--- src/rtl/branch_predictor.sv ---
`default_nettype none
// ============================================================================
// Module      : branch_predictor
// Description : Fetch-stage direct-mapped branch predictor (2-bit saturating
//               counters plus stored targets) with EX-stage resolution check,
//               mispredict redirect and saturating branch/miss statistics.
// Revision    : 1.0 - initial release
// ============================================================================
module branch_predictor #(
    parameter int ENTRIES = 16,
    parameter int CNT_W   = 16
) (
    input  logic             clk_i,
    input  logic             rst_i,
    input  logic [31:0]      if_pc_i,
    output logic             pred_taken_o,
    output logic [31:0]      pred_target_o,
    input  logic             ex_valid_i,
    input  logic [31:0]      ex_pc_i,
    input  logic             ex_taken_i,
    input  logic [31:0]      ex_target_i,
    input  logic             ex_pred_taken_i,
    input  logic [31:0]      ex_pred_target_i,
    output logic             mispredict_o,
    output logic [31:0]      redirect_pc_o,
    output logic [CNT_W-1:0] br_count_o,
    output logic [CNT_W-1:0] miss_count_o
);

    localparam int IDXW = $clog2(ENTRIES);
    localparam int TAGW = 30 - IDXW;

    // Table storage: one valid bit, tag, target and counter per entry
    logic              valid_q  [ENTRIES];
    logic [TAGW-1:0]   tag_q    [ENTRIES];
    logic [31:0]       target_q [ENTRIES];
    logic [1:0]        ctr_q    [ENTRIES];

    logic [CNT_W-1:0]  br_count_q;
    logic [CNT_W-1:0]  miss_count_q;

    logic [IDXW-1:0]   w_if_idx;
    logic [TAGW-1:0]   w_if_tag;
    logic              w_if_hit;
    logic [IDXW-1:0]   w_ex_idx;
    logic [TAGW-1:0]   w_ex_tag;
    logic              w_ex_hit;
    logic [1:0]        ctr_d;

    // Fetch-side lookup reads the registered table only, so a same-cycle
    // update is not visible until the following cycle.
    assign w_if_idx      = if_pc_i[IDXW+1:2];
    assign w_if_tag      = if_pc_i[31:IDXW+2];
    assign w_if_hit      = valid_q[w_if_idx] && (tag_q[w_if_idx] == w_if_tag);
    assign pred_taken_o  = w_if_hit && ctr_q[w_if_idx][1];
    assign pred_target_o = pred_taken_o ? target_q[w_if_idx] : (if_pc_i + 32'd4);

    // Resolution check: wrong direction, or right direction with wrong target
    assign mispredict_o  = ex_valid_i &&
                           ((ex_taken_i != ex_pred_taken_i) ||
                            (ex_taken_i && (ex_pred_target_i != ex_target_i)));
    assign redirect_pc_o = ex_taken_i ? ex_target_i : (ex_pc_i + 32'd4);

    assign w_ex_idx = ex_pc_i[IDXW+1:2];
    assign w_ex_tag = ex_pc_i[31:IDXW+2];
    assign w_ex_hit = valid_q[w_ex_idx] && (tag_q[w_ex_idx] == w_ex_tag);

    // Next counter value for the resolving entry, clamped at 00 and 11
    always_comb begin
        ctr_d = ctr_q[w_ex_idx];
        if (ex_taken_i) begin
            if (ctr_q[w_ex_idx] != 2'b11) begin
                ctr_d = ctr_q[w_ex_idx] + 2'b01;
            end
        end else begin
            if (ctr_q[w_ex_idx] != 2'b00) begin
                ctr_d = ctr_q[w_ex_idx] - 2'b01;
            end
        end
    end

    // Table training: update on hit, allocate on taken miss, reset wins
    always_ff @(posedge clk_i) begin
        if (rst_i) begin
            for (int i = 0; i < ENTRIES; i++) begin
                valid_q[i]  <= 1'b0;
                tag_q[i]    <= '0;
                target_q[i] <= '0;
                ctr_q[i]    <= 2'b01;
            end
        end else if (ex_valid_i) begin
            if (w_ex_hit) begin
                ctr_q[w_ex_idx] <= ctr_d;
                if (ex_taken_i) begin
                    target_q[w_ex_idx] <= ex_target_i;
                end
            end else if (ex_taken_i) begin
                valid_q[w_ex_idx]  <= 1'b1;
                tag_q[w_ex_idx]    <= w_ex_tag;
                target_q[w_ex_idx] <= ex_target_i;
                ctr_q[w_ex_idx]    <= 2'b10;
            end
        end
    end

    // Saturating statistics counters
    always_ff @(posedge clk_i) begin
        if (rst_i) begin
            br_count_q   <= '0;
            miss_count_q <= '0;
        end else begin
            if (ex_valid_i && (br_count_q != '1)) begin
                br_count_q <= br_count_q + CNT_W'(1);
            end
            if (mispredict_o && (miss_count_q != '1)) begin
                miss_count_q <= miss_count_q + CNT_W'(1);
            end
        end
    end

    assign br_count_o   = br_count_q;
    assign miss_count_o = miss_count_q;

endmodule
`default_nettype wire

--- config.mk ---
export PLATFORM = sky130hd
export DESIGN_NAME = branch_predictor
export DESIGN_NICKNAME = d
export VERILOG_FILES = /design/src/rtl/branch_predictor.sv
export SDC_FILE = /design/constraint.sdc
export NUM_CORES = 2
export LEC_CHECK = 0
export ABC_CLOCK_PERIOD_IN_PS = 10400
export BUFFER_PORTS_ARGS = -buffer_cell sky130_fd_sc_hd__clkbuf_2
export CAP_MARGIN = 20
export CORE_AREA = 2 2 347 349
export DETAILED_ROUTE_END_ITERATION = 8
export DIE_AREA = 0 0 349 351
export GPL_TIMING_DRIVEN = 0
export PLACE_DENSITY = 0.61
export SLEW_MARGIN = 20
export SYNTH_ARGS = -nofsm -noshare
export SYNTH_HDL_FRONTEND = slang
export SYNTH_SLANG_ARGS = --single-unit
--- constraint.sdc ---
create_clock -name clk_i -period 10.4 [get_ports clk_i]
set_input_delay 0.52 -clock clk_i [delete_from_list [all_inputs] [get_ports clk_i]]
set_output_delay 0.52 -clock clk_i [all_outputs]
set_load 0.05 [all_outputs]
# Word-level counts from Yosys, hierarchy flattened
# Memories as Yosys holds them, arrays and structs flattened.
# Index checks and enable logic that the tools add are counted.
[word_totals]
reg_bits = 32
ram_bits = 976
in_bits = 133
output_inout_bits = 98
elab_cells = 68
mem_count = 4
[op_classes]
add_sub_neg = 6
n_eq_ne = 7
n_mux = 34
n_bitwise = 2
reduce_logical = 13
[mem_list]
columns = ["name", "words", "width", "read_ports", "rd_clocked_by_memory_dff", "write_ports", "line_no", "source"]
rows = [
  ["target_q", 16, 32, 1, 0, 16, "36", "logic [31:0] target_q [ENTRIES];"],
  ["tag_q", 16, 26, 2, 0, 16, "35", "logic [TAGW-1:0] tag_q [ENTRIES];"],
  ["ctr_q", 16, 2, 2, 0, 16, "37", "logic [1:0] ctr_q [ENTRIES];"],
  ["valid_q", 16, 1, 2, 0, 16, "34", "logic valid_q [ENTRIES];"],
]
[op_table]
columns = ["operator", "count"]
rows = [
  ["2-to-1 mux 32 bit", 4],
  ["adder 32 x 3 -> 32 bit, second input constant", 2],
  ["equality test 26 bit", 2],
  ["adder 16 x 1 -> 16 bit, second input constant", 2],
  ["!= test 16 bit, second input constant", 2],
  ["!= test 32 bit", 1],
  ["OR reduction 32 bit", 1],
  ["2-to-1 mux 26 bit", 1],
  ["OR reduction 26 bit", 1],
  ["2-to-1 mux 1 bit", 20],
  ["2-to-1 mux 4 bit", 4],
  ["2-to-1 mux 2 bit", 5],
  ["logical AND 1 bit", 7],
  ["adder 2 x 1 -> 2 bit, second input constant", 1],
  ["!= test 2 bit, second input constant", 1],
  ["OR 1 bit", 2],
  ["nonzero test 2 bit", 1],
  ["OR reduction 2 bit", 1],
  ["subtractor 2 x 1 -> 2 bit, second input constant", 1],
  ["logical OR 1 bit", 1],
  ["!= test 1 bit", 1],
  ["OR reduction 1 bit", 1],
]

# Logic depth before layout (Yosys ltp)
# An unclocked memory read counts as a cell.
[logic_depth]
depth_word = 10
ltp_mapped = 17
ltp_nobuf = 10

# Worst setup path before layout
# OpenSTA, ideal clock, no wires.
[synth_path]
kind = "input port to flip-flop"
start = "in ex_pc_i[2]"
end = "mem tag_q[5][0] (netlist name), enable pin"
setup_time_ns = 0.445
arrival_time_ns = 4.457
required_ns = 9.955
slack_ns = 5.498
stages = 13
n_path_buf = 5
path_cell_list = "buf_6 -> buf_6 -> buf_6 -> buf_6 -> mux4_2 -> o22ai_1 -> o21ai_0 -> a21oi_1 -> nor3_1 -> nand3_1 -> nor3_4 -> clkbuf_1 -> o21ai_0"
[synth_rtl]
columns = ["item", "line_no", "source"]
rows = [
  ["start: declaration", "19", "input logic [31:0] ex_pc_i,"],
  ["end: declaration", "35", ""],
]

# Worst setup path in the final report
[layout_path]
start = "in if_pc_i[3]"
end = "out pred_target_o[8]"
[layout_between]
elab_chain_cells = 5
elab_cells_between_ends = 9
cone_classes = "1 x add/sub; 1 x eq/ne; 1 x mux; 2 x reduce/logical; 4 x memory"
[layout_rtl]
columns = ["item", "line_no", "source"]
rows = [
  ["start: declaration", "15", "input logic [31:0] if_pc_i,"],
  ["memory (16 x 26 bit)", "n/a", ""],
  ["equality test 26 bit", "54", "assign w_if_hit = valid_q[w_if_idx] && (tag_q[w_if_idx] == w_if_tag);"],
  ["logical AND 1 bit", "54", ""],
  ["logical AND 1 bit", "55", "assign pred_taken_o = w_if_hit && ctr_q[w_if_idx][1];"],
  ["2-to-1 mux 32 bit *", "56", "assign pred_target_o = pred_taken_o ? target_q[w_if_idx] : (if_pc_i + 32'd4);"],
  ["end: declaration", "17", "output logic [31:0] pred_target_o,"],
]
# Every way passes the cells marked *; elsewhere a longest branch is shown, timed or not.

==> impl_metrics.env <==
export IMPL_run_status="finished clean"
export IMPL_place_congestion=1.02
export IMPL_reg2reg_depth=10
export IMPL_synth_nets=4023
export IMPL_ant_nets=0
export IMPL_power_mw=10.1
export IMPL_post_place_ws_ps=3460
export IMPL_wl_um=235000
export IMPL_core_area_um2=119000
export IMPL_drt_iter0_markers=6626
export IMPL_syn_inst=3883
export IMPL_cts_buffers=109
export IMPL_synthToLayoutAreaGrowth_pct=13.9
export IMPL_crit_slowest_cell="nor4_4"
export IMPL_post_cts_resize_count=0
export IMPL_drc=0
export IMPL_synth_edf_count=960
export IMPL_grt_pass1_wl_um=318000
export IMPL_powerDensity_nw_per_um2=167
export IMPL_crit_fanout=10
export IMPL_setup_tns_ps=0
export IMPL_clockRootBuffer="clkbuf_16"
export IMPL_crit_arrival_ps=6840
export IMPL_antenna_found_initial=26
export IMPL_criticalPathCategory="in2out"
export IMPL_endpoint_kind="output pin"
export IMPL_netlist_area_um2=53000
export IMPL_die_area_um2=122000
export IMPL_die_h_um=351
export IMPL_wl_per_cell_um=40.0
export IMPL_yosys_register_bits=1008
export IMPL_routed_via_count=41300
export IMPL_ys_flop_type="edfxtp_1"
export IMPL_cts_hold_buf=0
export IMPL_rsz0062_at_grt="false"
export IMPL_synth_xor_area_share_pct=2.48
export IMPL_yosys_area_share_simple_pct=15.0
export IMPL_cap_viol_max_count=0
export IMPL_drv_slew=0
export IMPL_insertion_delay_ps=740
export IMPL_grtUsageTotal_pct=37.8
export IMPL_syn_avg_cell_area_um2=13.7
export IMPL_p_leak_nw=23.5
export IMPL_final_nets=4375
export IMPL_core_rowCount=127
export IMPL_worst_slew_pin_slew_ps=1340
export IMPL_seq_area_frac_synth_pct=56.2
export IMPL_drive_gt1_share_pct=22.2
export IMPL_peakVddDrop_uv=142
export IMPL_stdcell_area_um2=60400
export IMPL_muxShareOfSynthArea_pct=18.1
export IMPL_grt_max_degree=34
export IMPL_synth_distinct_cells=73
export IMPL_final_common_cell="edfxtp_1"
export IMPL_vias_per_cell=7.03
export IMPL_hp_class="in2reg"
export IMPL_grt_pass1_vias=38900
export IMPL_finClkSkew_ps=25.9
export IMPL_fin_ws_ps=3040
export IMPL_cts_sinks=1008
export IMPL_fin_crit_sh_pct=70.8
export IMPL_clk_pin_slew_worst_paths_ps=60
export IMPL_nFillCells=10200
export IMPL_io_buffers=216
export IMPL_max_stage_delay_ps=940
export IMPL_synthAdderAreaFrac_pct=0.203
export IMPL_yosysWarnings=0
export IMPL_worstPathRequired_ps=9880
export IMPL_synth_compound_area_share_pct=3.98
export IMPL_overflow=0
export IMPL_slew_headroom_pct=10.7
export IMPL_start_util_pct=44.5
export IMPL_cts_tree="yes"
export IMPL_max_clock_path_buffers=3
export IMPL_hold_violations=0
export IMPL_htree_levels=3
export IMPL_hold_path_depth=2
export IMPL_ios=231
export IMPL_cts_setup_buffers=0
export IMPL_period_minus_slack_ps=7360
export IMPL_setup_viol=0
export IMPL_path_common_cell="buf_2"
export IMPL_mostFrequentLayoutCells="edfxtp_1 (960), and3_1 (733), mux4_2 (337)"
export IMPL_die_x_um=349
export IMPL_synth_top_family_by_area="multiplexers"
export IMPL_crit_path_start_kind="primary input"
export IMPL_hpwlAfterDp_um=171000
export IMPL_cp_cell_sequence="clkbuf_2, buf_4, buf_2, buf_2, buf_2, buf_2, nand3_1, o211ai_1, o31ai_1, a31oi_1, nand4_1, o21ai_0, nand4_1, nor4_4, buf_6, mux2_2, clkbuf_2"
export IMPL_post_dp_cell_area_um2=56900
export IMPL_postSynth_asyncResetShare_pct=0
export IMPL_drt_pass1_iterations=6
export IMPL_fmax_mhz=136
==> metrics by stage <==
step | hold WS, ps | instances | util (%)
2_1_floorplan | 441 | 3883 | -
3_3_place_gp | 468 | 5647 | 47.1
3_5_place_dp | 469 | 5670 | 47.8
4_1_cts | 238 | 5865 | 50.7
5_1_grt | 288 | 5868 | 50.7
6_report | 274 | 5874 | 50.8
==> kinds of logic after synthesis <==
logic type	after synthesis
AOI/OAI and AO/OA	299
muxes	529
DFF	1008
adders and majority gates	9
buffers and inverters	469
and+or+nand+nor	1419
xor gates and xnor gates	150
==> critical path, delay by kind of cell <==
family,cells,cell delay (ps)
buffers and inverters,8,3340
muxes,1,460
and+or+nand+nor,4,1450
AOI/OAI and AO/OA,4,1050
==> where the power goes <==
group	total, mW	internal [mW]	leakage, nW	switching, mW
sequential	4.74	4.65	9.53	0.0897
combinational	1.40	0.443	12.3	0.958
clock	3.92	2.18	1.69	1.74
total	10.1	7.27	23.5	2.79
==> synthesized netlist by cell type (all sizes together) (75+ instances only) <==
cell	instances	area (µm²)
and2	78	488
and3	733	4590
buf	140	926
clkbuf	286	1070
edfxtp	960	28800
mux2i	142	1420
mux4	337	7590
nand2	160	608
nor2	128	480
nor3	179	918
o21ai	75	375
xor2	79	692
==> final cells by class <==
class                      count  area, µm²  area share, %
antenna                        7       17.5         0.0290
buffer                       426       2010           3.32
clock buffer                 143       2940           4.86
clock inverter                52        527          0.872
inverter                      43        161          0.267
multi-input combinational   2406      21400           35.4
sequential                  1008      29800           49.3
tap                         1548       1940           3.21
timing repair buffer         241       1660           2.76
==> metal layers <==
| layer | track usage, % | wire [µm] |
|---|---|---|
| met5 | 0 | 280 |
| met4 | 19.4 | 14000 |
| met3 | 14.1 | 37000 |
| met2 | 52.7 | 96900 |
| met1 | 51.6 | 86700 |
==> path summary, 6_finish.rpt <==
kind	from	endpoint	slack (ps)
max	if_pc_i[3]	pred_target_o[8]	3040
min	ex_target_i[27]	target_q[12][27]$_SDFFCE_PN0P_	270
max reg2reg	tag_q[11][22]$_SDFFCE_PN0P_	tag_q[6][22]$_SDFFCE_PN0P_	5380
min reg2reg	valid_q[12]$_DFF_P_	valid_q[12]$_DFF_P_	500
==> sequential cells by signal, indices dropped and copies added (netlist names) <==
name / flops
br_count_o: 16
valid_q: 16
miss_count_o: 16
tag_q: 416
ctr_q: 32
target_q: 512
Power figures use the tool's default switching activity.
